[src/rtl/rob_complete_arbiter_if.sv]
// rob_complete_arbiter_if: completion-source bus into the ROB completion arbiter
// and the registered ROB write port coming back out.
// The master side drives the three completion sources and flush.
// The slave side (the arbiter) drives the ROB write, the full flags and the status outputs.
interface rob_complete_arbiter_if #(
  parameter int IDX_W  = 4,
  parameter int DATA_W = 32
);
  logic                  in_flush;
  logic [2:0]            in_complete;
  logic [3*IDX_W-1:0]    in_complete_idx;
  logic [3*DATA_W-1:0]   in_complete_value;
  logic [8:0]            in_exception_vector;
  logic [2:0]            out_full;
  logic                  out_complete;
  logic [IDX_W-1:0]      out_complete_idx;
  logic [DATA_W-1:0]     out_complete_value;
  logic [2:0]            out_exception_vector;
  logic                  out_overflow;
  logic [15:0]           out_conflict_count;

  modport master (
    output in_flush, in_complete, in_complete_idx, in_complete_value, in_exception_vector,
    input  out_full, out_complete, out_complete_idx, out_complete_value,
           out_exception_vector, out_overflow, out_conflict_count
  );

  modport slave (
    input  in_flush, in_complete, in_complete_idx, in_complete_value, in_exception_vector,
    output out_full, out_complete, out_complete_idx, out_complete_value,
           out_exception_vector, out_overflow, out_conflict_count
  );
endinterface

[src/rtl/rob_complete_arbiter.sv]
// rob_complete_arbiter: owns the ROB completion write port. Three completion
// sources (ALU, load, multiply) each feed a small FIFO. A round-robin arbiter
// picks one FIFO head per cycle, and the pick goes out through a registered port.
// Optional feature macro: ROB_ARB_PERF_EN builds the conflict perf counter.
// When the macro is not defined, out_conflict_count is tied to zero.
module rob_complete_arbiter #(
  parameter int IDX_W  = 4,
  parameter int DATA_W = 32,
  parameter int DEPTH  = 2
) (
  input logic                  clk,
  input logic                  reset,
  rob_complete_arbiter_if.slave bus
);
  localparam int PTR_W = $clog2(DEPTH);
  localparam int CNT_W = PTR_W + 1;
  localparam logic [CNT_W-1:0] CNT_FULL = CNT_W'(DEPTH);

  // FIFO storage and pointers, one set per source
  logic [IDX_W-1:0]  idx_mem_q [3][DEPTH];
  logic [DATA_W-1:0] val_mem_q [3][DEPTH];
  logic [2:0]        exc_mem_q [3][DEPTH];
  logic [PTR_W-1:0]  wptr_q [3];
  logic [PTR_W-1:0]  wptr_d [3];
  logic [PTR_W-1:0]  rptr_q [3];
  logic [PTR_W-1:0]  rptr_d [3];
  logic [CNT_W-1:0]  cnt_q [3];
  logic [CNT_W-1:0]  cnt_d [3];
  logic [2:0]        full_q, full_d;
  logic [1:0]        rr_q, rr_d;

  // Registered ROB port and sticky status
  logic              out_complete_q, out_complete_d;
  logic [IDX_W-1:0]  out_idx_q, out_idx_d;
  logic [DATA_W-1:0] out_val_q, out_val_d;
  logic [2:0]        out_exc_q, out_exc_d;
  logic              ovf_q, ovf_d;

  logic [2:0]        nonempty_s;
  logic [2:0]        push_s;
  logic [2:0]        pop_s;
  logic              grant_valid_s;
  logic [1:0]        grant_s;

  // Candidates are the non-empty FIFOs; search starts at rr_q and wraps mod 3
  always_comb begin
    for (int s = 0; s < 3; s++) begin
      nonempty_s[s] = (cnt_q[s] != {CNT_W{1'b0}});
    end
    grant_valid_s = |nonempty_s;
    grant_s       = 2'd0;
    case (rr_q)
      2'd1:    grant_s = nonempty_s[1] ? 2'd1 : (nonempty_s[2] ? 2'd2 : 2'd0);
      2'd2:    grant_s = nonempty_s[2] ? 2'd2 : (nonempty_s[0] ? 2'd0 : 2'd1);
      default: grant_s = nonempty_s[0] ? 2'd0 : (nonempty_s[1] ? 2'd1 : 2'd2);
    endcase
  end

  // FIFO push/pop bookkeeping; full is judged on the pre-pop count, and flush wins over everything
  always_comb begin
    for (int s = 0; s < 3; s++) begin
      push_s[s] = bus.in_complete[s] && !full_q[s];
      pop_s[s]  = grant_valid_s && (grant_s == 2'(s));
      if (bus.in_flush) begin
        wptr_d[s] = {PTR_W{1'b0}};
        rptr_d[s] = {PTR_W{1'b0}};
        cnt_d[s]  = {CNT_W{1'b0}};
      end else begin
        wptr_d[s] = wptr_q[s] + PTR_W'(push_s[s]);
        rptr_d[s] = rptr_q[s] + PTR_W'(pop_s[s]);
        cnt_d[s]  = cnt_q[s] + CNT_W'(push_s[s]) - CNT_W'(pop_s[s]);
      end
      full_d[s] = (cnt_d[s] == CNT_FULL);
    end
    ovf_d = ovf_q | (|(bus.in_complete & full_q));
  end

  // Output register next state: the winner's head, or hold the data when there is no grant
  always_comb begin
    out_complete_d = 1'b0;
    out_idx_d      = out_idx_q;
    out_val_d      = out_val_q;
    out_exc_d      = out_exc_q;
    rr_d           = rr_q;
    if (bus.in_flush) begin
      out_complete_d = 1'b0;
      rr_d           = 2'd0;
    end else if (grant_valid_s) begin
      out_complete_d = 1'b1;
      out_idx_d      = idx_mem_q[grant_s][rptr_q[grant_s]];
      out_val_d      = val_mem_q[grant_s][rptr_q[grant_s]];
      out_exc_d      = exc_mem_q[grant_s][rptr_q[grant_s]];
      rr_d           = (grant_s == 2'd2) ? 2'd0 : (grant_s + 2'd1);
    end else begin
      out_complete_d = 1'b0;
      rr_d           = rr_q;
    end
  end

  // State registers: pointers, counts, flags and the ROB port
  always_ff @(posedge clk or posedge reset) begin
    if (reset) begin
      for (int s = 0; s < 3; s++) begin
        wptr_q[s] <= {PTR_W{1'b0}};
        rptr_q[s] <= {PTR_W{1'b0}};
        cnt_q[s]  <= {CNT_W{1'b0}};
      end
      full_q         <= 3'b000;
      rr_q           <= 2'd0;
      out_complete_q <= 1'b0;
      out_idx_q      <= {IDX_W{1'b0}};
      out_val_q      <= {DATA_W{1'b0}};
      out_exc_q      <= 3'b000;
      ovf_q          <= 1'b0;
    end else begin
      for (int s = 0; s < 3; s++) begin
        wptr_q[s] <= wptr_d[s];
        rptr_q[s] <= rptr_d[s];
        cnt_q[s]  <= cnt_d[s];
      end
      full_q         <= full_d;
      rr_q           <= rr_d;
      out_complete_q <= out_complete_d;
      out_idx_q      <= out_idx_d;
      out_val_q      <= out_val_d;
      out_exc_q      <= out_exc_d;
      ovf_q          <= ovf_d;
    end
  end

  // FIFO storage write; a flushed cycle discards its pushes
  always_ff @(posedge clk or posedge reset) begin
    if (reset) begin
      for (int s = 0; s < 3; s++) begin
        for (int e = 0; e < DEPTH; e++) begin
          idx_mem_q[s][e] <= {IDX_W{1'b0}};
          val_mem_q[s][e] <= {DATA_W{1'b0}};
          exc_mem_q[s][e] <= 3'b000;
        end
      end
    end else begin
      for (int s = 0; s < 3; s++) begin
        if (push_s[s] && !bus.in_flush) begin
          idx_mem_q[s][wptr_q[s]] <= bus.in_complete_idx[s*IDX_W +: IDX_W];
          val_mem_q[s][wptr_q[s]] <= bus.in_complete_value[s*DATA_W +: DATA_W];
          exc_mem_q[s][wptr_q[s]] <= bus.in_exception_vector[s*3 +: 3];
        end
      end
    end
  end

`ifdef ROB_ARB_PERF_EN
  logic [15:0] conf_q, conf_d;
  logic        multi_s;

  // Count cycles with two or more sources waiting; saturate, never cleared by flush
  always_comb begin
    multi_s = (nonempty_s[0] & nonempty_s[1]) | (nonempty_s[0] & nonempty_s[2]) |
              (nonempty_s[1] & nonempty_s[2]);
    if (!bus.in_flush && multi_s && (conf_q != 16'hFFFF)) begin
      conf_d = conf_q + 16'd1;
    end else begin
      conf_d = conf_q;
    end
  end

  // Conflict counter register
  always_ff @(posedge clk or posedge reset) begin
    if (reset) begin
      conf_q <= 16'h0000;
    end else begin
      conf_q <= conf_d;
    end
  end

  assign bus.out_conflict_count = conf_q;
`else
  assign bus.out_conflict_count = 16'h0000;
`endif

  assign bus.out_full             = full_q;
  assign bus.out_complete         = out_complete_q;
  assign bus.out_complete_idx     = out_idx_q;
  assign bus.out_complete_value   = out_val_q;
  assign bus.out_exception_vector = out_exc_q;
  assign bus.out_overflow         = ovf_q;
endmodule
[src/flat_wrapper.sv]
// flat-port wrapper written by rule: the top's interface ports become plain ports
module rob_complete_arbiter_flat 
#(
  parameter int IDX_W  = 4,
  parameter int DATA_W = 32,
  parameter int DEPTH  = 2
)
  (clk, reset, bus_in_flush, bus_in_complete, bus_in_complete_idx, bus_in_complete_value, bus_in_exception_vector, bus_out_full, bus_out_complete, bus_out_complete_idx, bus_out_complete_value, bus_out_exception_vector, bus_out_overflow, bus_out_conflict_count);
  rob_complete_arbiter_if #(.IDX_W(IDX_W), .DATA_W(DATA_W)) bus_i ();
  input logic clk;
  input logic reset;
  input wire logic [$bits(bus_i.in_flush)-1:0] bus_in_flush;
  input wire logic [$bits(bus_i.in_complete)-1:0] bus_in_complete;
  input wire logic [$bits(bus_i.in_complete_idx)-1:0] bus_in_complete_idx;
  input wire logic [$bits(bus_i.in_complete_value)-1:0] bus_in_complete_value;
  input wire logic [$bits(bus_i.in_exception_vector)-1:0] bus_in_exception_vector;
  output wire logic [$bits(bus_i.out_full)-1:0] bus_out_full;
  output wire logic [$bits(bus_i.out_complete)-1:0] bus_out_complete;
  output wire logic [$bits(bus_i.out_complete_idx)-1:0] bus_out_complete_idx;
  output wire logic [$bits(bus_i.out_complete_value)-1:0] bus_out_complete_value;
  output wire logic [$bits(bus_i.out_exception_vector)-1:0] bus_out_exception_vector;
  output wire logic [$bits(bus_i.out_overflow)-1:0] bus_out_overflow;
  output wire logic [$bits(bus_i.out_conflict_count)-1:0] bus_out_conflict_count;
  assign bus_i.in_flush = bus_in_flush;
  assign bus_i.in_complete = bus_in_complete;
  assign bus_i.in_complete_idx = bus_in_complete_idx;
  assign bus_i.in_complete_value = bus_in_complete_value;
  assign bus_i.in_exception_vector = bus_in_exception_vector;
  assign bus_out_full = bus_i.out_full;
  assign bus_out_complete = bus_i.out_complete;
  assign bus_out_complete_idx = bus_i.out_complete_idx;
  assign bus_out_complete_value = bus_i.out_complete_value;
  assign bus_out_exception_vector = bus_i.out_exception_vector;
  assign bus_out_overflow = bus_i.out_overflow;
  assign bus_out_conflict_count = bus_i.out_conflict_count;
  rob_complete_arbiter #(.IDX_W(IDX_W), .DATA_W(DATA_W), .DEPTH(DEPTH)) u_core (.clk(clk), .reset(reset), .bus(bus_i));
endmodule
[config.mk]
export PLATFORM = sky130hd
export DESIGN_NAME = rob_complete_arbiter_flat
export DESIGN_NICKNAME = d
export VERILOG_FILES = /design/src/rtl/rob_complete_arbiter_if.sv /design/src/rtl/rob_complete_arbiter.sv /design/src/flat_wrapper.sv
export SDC_FILE = /design/constraint.sdc
export NUM_CORES = 1
export LEC_CHECK = 0
export BUFFER_PORTS_ARGS = -buffer_cell sky130_fd_sc_hd__clkbuf_2
export CORE_MARGIN = 10
export CORE_UTILIZATION = 62
export DETAILED_ROUTE_END_ITERATION = 16
export PLACE_DENSITY = 0.85
export SLEW_MARGIN = 20
export SYNTH_ARGS = -nofsm -noshare
export SYNTH_HDL_FRONTEND = slang
export SYNTH_SLANG_ARGS = --single-unit
[constraint.sdc]
create_clock -name clk -period 26.6 [get_ports clk]
set_input_delay 2.66 -clock clk [delete_from_list [all_inputs] [get_ports clk]]
set_output_delay 2.66 -clock clk [all_outputs]
set_load 0.01 [all_outputs]
Yosys cells after proc, flatten, opt, wreduce, memory -nomap -nowiden. Cells that the tools add are included. Widths: inputs -> output; s select.

Logic and storage cells: 163. Bits in latches: 0. Input bits: 123. Memory bits (writable): 0. Flip-flop bits (word level): 292. Bits in read-only memories: 0. Memories kept: 0.

Reductions and logical operators: 24. $mul: 0. Multiplexer cells: 69. Magnitude comparators: 8. Add/sub/neg operators: 13. Equality and inequality tests: 7. Bitwise operators: 8. Div/mod/pow operators: 0. Shifts and indexed selects: 0.

Operator list (number): $bwmux 64 (3); $mux 32 (6); $bmux 64 s2 (1); $mux 64 (2); $demux 32 s1 (3); $bwmux 8 (3); $mux 4 (6); $mux 2 (11); $bwmux 6 (3); $mux 3 (6); $bmux 8 s2 (1); $mux 8 (2); $bmux 6 s2 (1); $demux 4 s1 (3); $logic_and 1x1->1 (12); $mux 6 (2); $mux 1 (11); $eq 2x2->1 const B (5); $demux 3 s1 (3); $ge 2x2->1 const B (4); $not 1->2 (4); $reduce_bool 2->1 (4); $add 1x1->1 (6); $add 2x1->2 (3); other kinds (15) (24).

Depth between registers and ports, before layout. Gate-level depths: netlist of run 1.

Depth in word-level cells: 12. Mapped depth: 12.

Worst setup path after synthesis of run 1. OpenSTA, ideal clock, no wires.

Path kind: input-to-reg. Start: input port bus_in_complete[1]. End: register u_core.exc_mem_q[6] in the netlist's numbering. Setup time: 0.125 ns. Slack: 22.312 ns. Arrival time: 4.164 ns. Cell stages on the path: 5. Data required time: 26.475 ns. Path buffers: 2. Cell sequence: nor2b_1 -> and3b_1 -> clkbuf_1 -> buf_1 -> mux2_2.

Word-level cells in the longest chain between the ends: 2.

Ends and longest elaborated chain: from (decl) (line flat_wrapper.sv:13) `input wire logic [$bits(bus_i.in_complete)-1:0] bus_in_complete;`; $logic_and 1x1->1 (line rob_complete_arbiter.sv:62) `push_s[s] = bus.in_complete[s] && !full_q[s];`; $logic_and 1x1->1 (line rob_complete_arbiter.sv:143) `if (push_s[s] && !bus.in_flush) begin`; to (signal, indexed assignment) (line rob_complete_arbiter.sv:146) `exc_mem_q[s][wptr_q[s]] <= bus.in_exception_vector[s*3 +: 3];`; to (decl) (line rob_complete_arbiter.sv:22) `logic [2:0] exc_mem_q [3][DEPTH];`.

Every way passes these cells. A chain may end at the register's enable or synchronous reset.

==> metrics.md, run 1 <==
| Metric | Value |
|---|---|
| Initial Utilization | 62.8% |
| Worst slack at placement | 21.23 ns |
| Initial antenna violation count | 0 |
| Area growth syn-to-layout | 15.0% |
| Detailed Route Iter0 Violations | 639 |
| Row count | 53 |
| Pleak | 6.77 nW |
| Design Area, Final | 15,100 um^2 |
| Ys Warns | 0 |
| # IOs | 183 |
| Number of hold violations in the final report | 0 |
| Fill cell count | 1,376 |
| GRT Total Usage | 23.0% |
| CP endpoint kind | async pin |
| CTS Buf Count | 30 |
| Final period util | 16.5% |
| Async set-or-reset flop fraction in the synthesized netlist | 100% |
| Final setup viols | 0 |
| Share of post-route cells with drive strength above 1 | 48.9% |
| Top_reg_cell synth | dfrtp_1 |
| Die ar. | 27,400 um^2 |
| CTS tree | yes |
| Peak supply drop | 0.110 mV |
| Setup TNS | 0 ns |
| Buffer count from post-CTS setup fixing | 0 |
| Post-CTS sizing | 0 |
| Initial DRT Pass Iterations | 5 |
| Min Tclk post-route | 4.38 ns |
| DRC viols | 0 |
| Placed cells | 1,329 |
| Hold Path Class | flop to flop |
| Worst setup SP type | input pin |
| Worst-Margin Slew | 1.15 ns |
| Nets@finish | 1,217 |
| Clock Sinks | 292 |
| WP data required | 27.17 ns |
| Synth Cell Area | 13,100 um^2 |
| Core area | 20,900 um^2 |
| Hold buffers post-CTS | 0 |
| HPWL after detailed placement | 19,600 um |
| Critical path arrival | 4.95 ns |
| GPL Wtd Cong | 0.831 |
| Cells after synthesis | 939 |
| Achievable frequency | 228 MHz |
| Worst-skew pair later-pin latency | 0.56 ns |
| IO buf count | 166 |
| GR Overflow Total | 0 |
| Synth Register Bits | 292 |
| RSZ-0062 raised after global routing | no |
| Wire length of the first global-routing pass | 49,600 um |
| Pwr dens | 139 nW/um^2 |
| Per-cell routed wire length | 22.9 um |
| Run status | complete, no violations |
| Worst Path Max Fanout | 147 |
| Max Cap Viol | 0 |
| Post-route ant nets | 0 |
| Clock Tree Root | clkbuf_16 |
| Syn avg cell area | 14.0 um^2 |
| Largest net degree at the start of global routing | 148 |
| Vias | 8,416 |
| WS Path Type | input pin to async pin |
| Avg Vias per Cell | 6.07 |
| Sequential area share after synthesis | 55.7% |
| Slew margin rel. | 23.6% |
| Clock Path Buffers | 3 |
| Finished Layout Cells | 1,386 |
| Cell area after placement | 14,100 um^2 |
| Final wirelength | 31,800 um |
| Post-synth EDFFs | 0 |
| Pins Over Slew Limit | 0 |
| Clock-pin slew on the worst setup and hold paths | 0.06 ns |
| Final worst slack | 22.22 ns |
| Clock skew | 0.0261 ns |
| Post-synth cell types | 44 |
| Vias in the first global route | 9,122 |
| Overall die height | 165 um |
| Die X | 165 um |
| Fin util | 72.2% |
| H-tree depth | 1 |
==> area by class of cell <==
type / instances / area, um^2 / area share [%]
sequential: 292 / 7310 / 48.4
timing repair buffer: 178 / 925 / 6.13
antenna: 1 / 2.50 / 0.0166
tap: 275 / 344 / 2.28
clock inverter: 14 / 124 / 0.821
clock buffer: 42 / 866 / 5.74
inverter: 12 / 52.6 / 0.348
multi-input combinational: 572 / 5460 / 36.2
==> final timing paths <==
kind / startpoint / endpoint / slack, ns / cells past startpoint
max in group clk: bus_in_flush / u_core.bus.out_complete_value[15] / 22.34 / 5
setup reg to reg: u_core.rr_q[1] / u_core.bus.out_complete_value[15] / 22.53 / 9
min in group asynchronous: reset / u_core.val_mem_q[190] / 2.31 / 2
setup / recovery: reset / u_core.val_mem_q[109] / 22.22 / 4
hold reg to reg: u_core.bus.out_overflow / u_core.bus.out_overflow / 0.48 / 2
hold / removal: u_core.bus.out_overflow / u_core.bus.out_overflow / 0.48 / 2
==> cells in the final DEF, fill, tap and decap left out, types with 4 or more instances in the layout <==
master,Yosys,routed
dfrtp_1,292,292
mux2_2,273,273
clkbuf_2,0,166
nor2_1,56,54
mux2i_1,39,39
a2bb2oi_1,39,39
clkbuf_16,0,30
a221oi_1,29,29
a211oi_1,24,24
conb_1,1,16
a211oi_2,15,15
inv_1,12,11
a221oi_2,11,11
buf_4,18,11
xnor2_1,8,8
ha_1,8,8
nor2b_1,7,7
clkbuf_8,0,7
clkinv_2,0,7
a21oi_1,6,6
nor3_1,5,5
clkbuf_1,30,5
xor2_1,4,4
==> state kept, by name, summed over array words and instances (netlist names) <==
register and count:
u_core.rr_q 2, u_core.wptr_q 3, u_core.bus.out_complete 1, u_core.rptr_q 3, u_core.val_mem_q 192, u_core.bus.out_overflow 1
u_core.bus.out_complete_value 32, u_core.bus.out_full 3, u_core.idx_mem_q 24, u_core.cnt_q 6, u_core.bus.out_exception_vector 3, u_core.exc_mem_q 18
u_core.bus.out_complete_idx 4
==> through the flow <==
step	hold WS, ns	power, mW
2_1_floorplan	0.475	1.46
3_5_place_dp	0.464	1.69
3_3_place_gp	0.462	1.65
4_1_cts	0.479	2.11
6_report	0.480	2.10
5_1_grt	0.492	2.22
==> power by group <==
part           switching (mW)  internal [mW]  leakage [nW]
Sequential              0.120          0.652          3.47
Combinational           0.478          0.440          2.82
Clock                   0.175          0.238         0.485
==> synth_stat cells, types with 2 or more instances <==
| master | instances | area [um^2] |
|---|---|---|
| nor2_1 | 56 | 210 |
| nand3_1 | 2 | 10.0 |
| nor2b_1 | 7 | 43.8 |
| a211oi_1 | 24 | 180 |
| nand2_1 | 3 | 11.3 |
| buf_4 | 18 | 135 |
| buf_6 | 3 | 33.8 |
| a2bb2oi_1 | 39 | 342 |
| buf_2 | 17 | 85.1 |
| mux2i_1 | 39 | 390 |
| a211oi_2 | 15 | 188 |
| a221oi_1 | 29 | 254 |
| inv_1 | 12 | 45.0 |
| mux2_2 | 273 | 3070 |
| xor2_1 | 4 | 35.0 |
| o21ai_0 | 3 | 15.0 |
| clkbuf_1 | 30 | 113 |
| a22oi_1 | 2 | 15.0 |
| xnor2_1 | 8 | 70.1 |
| nor3_1 | 5 | 25.0 |
| buf_1 | 9 | 33.8 |
| and3b_1 | 3 | 26.3 |
| dfrtp_1 | 292 | 7310 |
| a221oi_2 | 11 | 165 |
| ha_1 | 8 | 100 |
| nor3b_1 | 4 | 30.0 |
| a21oi_1 | 6 | 30.0 |
==> logic make-up (layout without fill, tap and decap cells) <==
logic type | count (synthesis) | count (layout) | share of synthesized area (%)
xor+xnor | 12 | 12 | 0.801
fa+ha+maj | 8 | 8 | 0.763
simple gates | 88 | 88 | 3.19
buf+inv | 90 | 246 | 3.45
compound gates | 136 | 136 | 9.64
mux | 312 | 312 | 26.4
flops | 292 | 292 | 55.7
other cells | 1 | 17 | 0.0286
==> layer usage <==
layer / global-route usage (%) / wire length [um]
met5: 0 / 0
met4: 6.15 / 776
met3: 4.07 / 2030
met2: 40.4 / 16000
met1: 28.7 / 13000
==> critical path, cell delays in order <==
cell and delay (ns):
clkbuf_2 0.12, inv_8 0.65, buf_6 0.68, buf_4 0.74
Note: power is estimated with default switching activity, not from simulation.
==> inputs of run 2 (changes only) <==
CORE_UTILIZATION = 52   (was 62)
PLACE_DENSITY = 0.76   (was 0.85)
clock period = 3.8 ns   (was 26.6 ns; I/O delays follow)
==> metrics.md, run 2 (synthesis gave the netlist of run 1 again) <==
| Metric | Value |
|---|---|
| Run status | complete, no violations |
| WS Path Type | flop to flop |
| Worst R2R End | u_core.bus.out_complete_value[17] |
| Detailed Route Iter0 Violations | 435 (-32%) |
| CTS Buf Count | 30 (unchanged) |
| Critical Path, Cell by Cell | inv_1 > ha_1 > nor3b_1 > o221ai_1 > nand2_4 > nor2_4 > buf_12 > a221oi_1 > a211oi_1 |
| Worst hold start | bus_in_complete[2] |
| Overall die height | 179 um (+8.1%) |
| Design Area, Final | 15,300 um^2 (+1.2%) |
| GPL Wtd Cong | 0.800 (-3.8%) |
| Finished Layout Cells | 1,448 (+4.5%) |
| RSZ-0062 raised after global routing | no |
| Final setup viols | 0 (unchanged) |
| Max Cap Viol | 0 (unchanged) |
| Core area | 25,000 um^2 (+20%) |
| Clock skew | 0.0163 ns (-0.00982 ns) |
| Pins Over Slew Limit | 0 (unchanged) |
| Hold path cells | 3 (+1) |
| Initial Utilization | 52.5% (-10 points) |
| # IOs | 183 (unchanged) |
| Clock-pin slew on the worst setup and hold paths | 0.06 ns (about the same) |
| Avg Vias per Cell | 5.79 (-4.6%) |
| CP max stage delay | 0.64 ns (-0.10 ns) |
| Initial antenna violation count | 1 (+1) |
| Cells on worst reg2reg path | 9 (unchanged) |
| Worst-skew pair later-pin latency | 0.56 ns (about the same) |
| Worst R2R Setup Slack | 0.74 ns (-21.79 ns) |
| Largest net degree at the start of global routing | 132 (-11%) |
| Setup TNS | 0 ns (unchanged) |
| IO buf count | 166 (unchanged) |
| Nets@finish | 1,227 (+0.82%) |
| Hold Path Sink | u_core.bus.out_overflow |
| Peak supply drop | 0.567 mV (+410%) |
| GRT Total Usage | 20.1% (-2.9 points) |
| Wire length of the first global-routing pass | 51,300 um (+3.4%) |
| Buffer count from post-CTS setup fixing | 0 (unchanged) |
| Placed cells | 1,393 (+4.8%) |
| CP endpoint kind | flop |
| Buf/Inv on CP | 2 (-2) |
| Critical path depth | 9 (+5) |
| Die ar. | 32,000 um^2 (+17%) |
| Worst Path Max Fanout | 28 (-81%) |
| Die X | 179 um (+8.1%) |
| Most common cell after layout, fill and taps aside | dfrtp_1 |
| Largest Register | u_core.val_mem_q |
| H-tree depth | 1 (unchanged) |
| Post-route ant nets | 0 (unchanged) |
| CP top delay family | simple AND/OR/NAND/NOR gates |
| Area growth syn-to-layout | 16.3% |
| Achievable frequency | 327 MHz |
| DRC viols | 0 (unchanged) |
| Clock Sinks | 292 (unchanged) |
| HPWL after detailed placement | 21,100 um (+7.7%) |
| Slowest cell on crit path | nor2_4 |
| Design Power | 14.7 mW (+600%) |
| Cell area after placement | 14,300 um^2 (+1.6%) |
| Slew margin rel. | 50.0% (+26 points) |
| Hold Path Class | input pin to flop |
| Min Tclk post-route | 3.06 ns |
| Initial DRT Pass Iterations | 5 (unchanged) |
| Clock Path Buffers | 3 (unchanged) |
| Per-cell routed wire length | 22.3 um (-2.8%) |
| Max FFs per register | 192 (unchanged) |
| Hold Slack | 0.0539 ns (-0.426 ns) |
| GR Overflow Total | 0 (unchanged) |
| Number of hold violations in the final report | 0 (unchanged) |
| Final wirelength | 32,300 um (+1.5%) |
| Critical path arrival | 3.51 ns (-1.44 ns) |
| Row count | 58 (+9.4%) |
| CTS tree | yes |
| Share of post-route cells with drive strength above 1 | 49.0% (+0.097 points) |
| Vias in the first global route | 9,226 (+1.1%) |
| Post-CTS sizing | 0 (unchanged) |
| Most frequent cells in the layout | dfrtp_1, mux2_2, clkbuf_2 |
| Pwr dens | 965 nW/um^2 (+590%) |
| Final period util | 80.4% |
| Worst-Margin Slew | 0.750 ns (-0.396 ns) |
| Clock Tree Root | clkbuf_16 |
| Hold buffers post-CTS | 1 (+1) |
| Antenna cells | 0 (-1) |
| Reg-to-Reg Start | u_core.rr_q[1] |
| Worst setup SP type | flop |
| WP data required | 4.25 ns (-22.92 ns) |
| Vias | 8,385 (-0.37%) |
| Pleak | 6.84 nW (+0.92%) |
[run 2: worst register-to-register path, delay by kind of cell, from the launching register on]
family | cells | cell delay, ns
AOI/OAI and AO/OA | 3 | 0.80
adders and majority gates | 1 | 0.23
buffers and inverters | 2 | 0.33
DFF | 1 | 0.38
and+or+nand+nor | 3 | 1.21
[run 2: area by class of cell]
| class | instances | area (um^2) |
|---|---|---|
| clock buffers | 45 | 887 |
| clock inverters | 9 | 56.3 |
| fillers | 1938 | 9710 |
| inverters | 12 | 48.8 |
| multi-input cells | 572 | 5460 |
| flip-flops and latches | 292 | 7310 |
| well taps | 330 | 413 |
| repair buffers | 188 | 1090 |
[run 2: how the worst max path moves through the flow]
stage | from | to | slack, ns
after floorplan | reset | u_core.bus.out_complete | -0.46
after global placement | u_core.rr_q[0] | u_core.cnt_q[2] | 0.89
after global routing | u_core.rr_q[1] | u_core.bus.out_full[1] | 0.44
after detailed placement | u_core.rr_q[0] | u_core.bus.out_complete_value[17] | 0.77
final | u_core.rr_q[1] | u_core.bus.out_complete_value[17] | 0.74
after CTS | u_core.rr_q[0] | u_core.bus.out_complete_value[17] | 0.74
[run 2: report_power, final]
| part | switching (mW) | total [mW] | leakage (nW) | internal (mW) |
|---|---|---|---|---|
| registers | 0.850 | 5.42 | 3.47 | 4.57 |
| clock network | 1.19 | 2.79 | 0.474 | 1.60 |
| logic | 3.29 | 6.51 | 2.90 | 3.22 |
| total | 5.33 | 14.7 | 6.84 | 9.39 |
[run 2: per-layer routing]
layer	vias to the layer above	wire length (um)	track usage [%]
met2	239	15400	33.7
met1	4346	14200	26.5
li1	3745	-	-
met4	2	711	5.06
met3	53	1930	3.77
met5	-	20	0
[run 2: stage by stage]
stage               utilization [%]  setup WS, ns
global route                   61.1         0.443
global placement               57.3         0.892
floorplan                         -        -0.455
finish                         61.1         0.743
CTS                            61.1         0.739
detailed placement             57.3         0.771
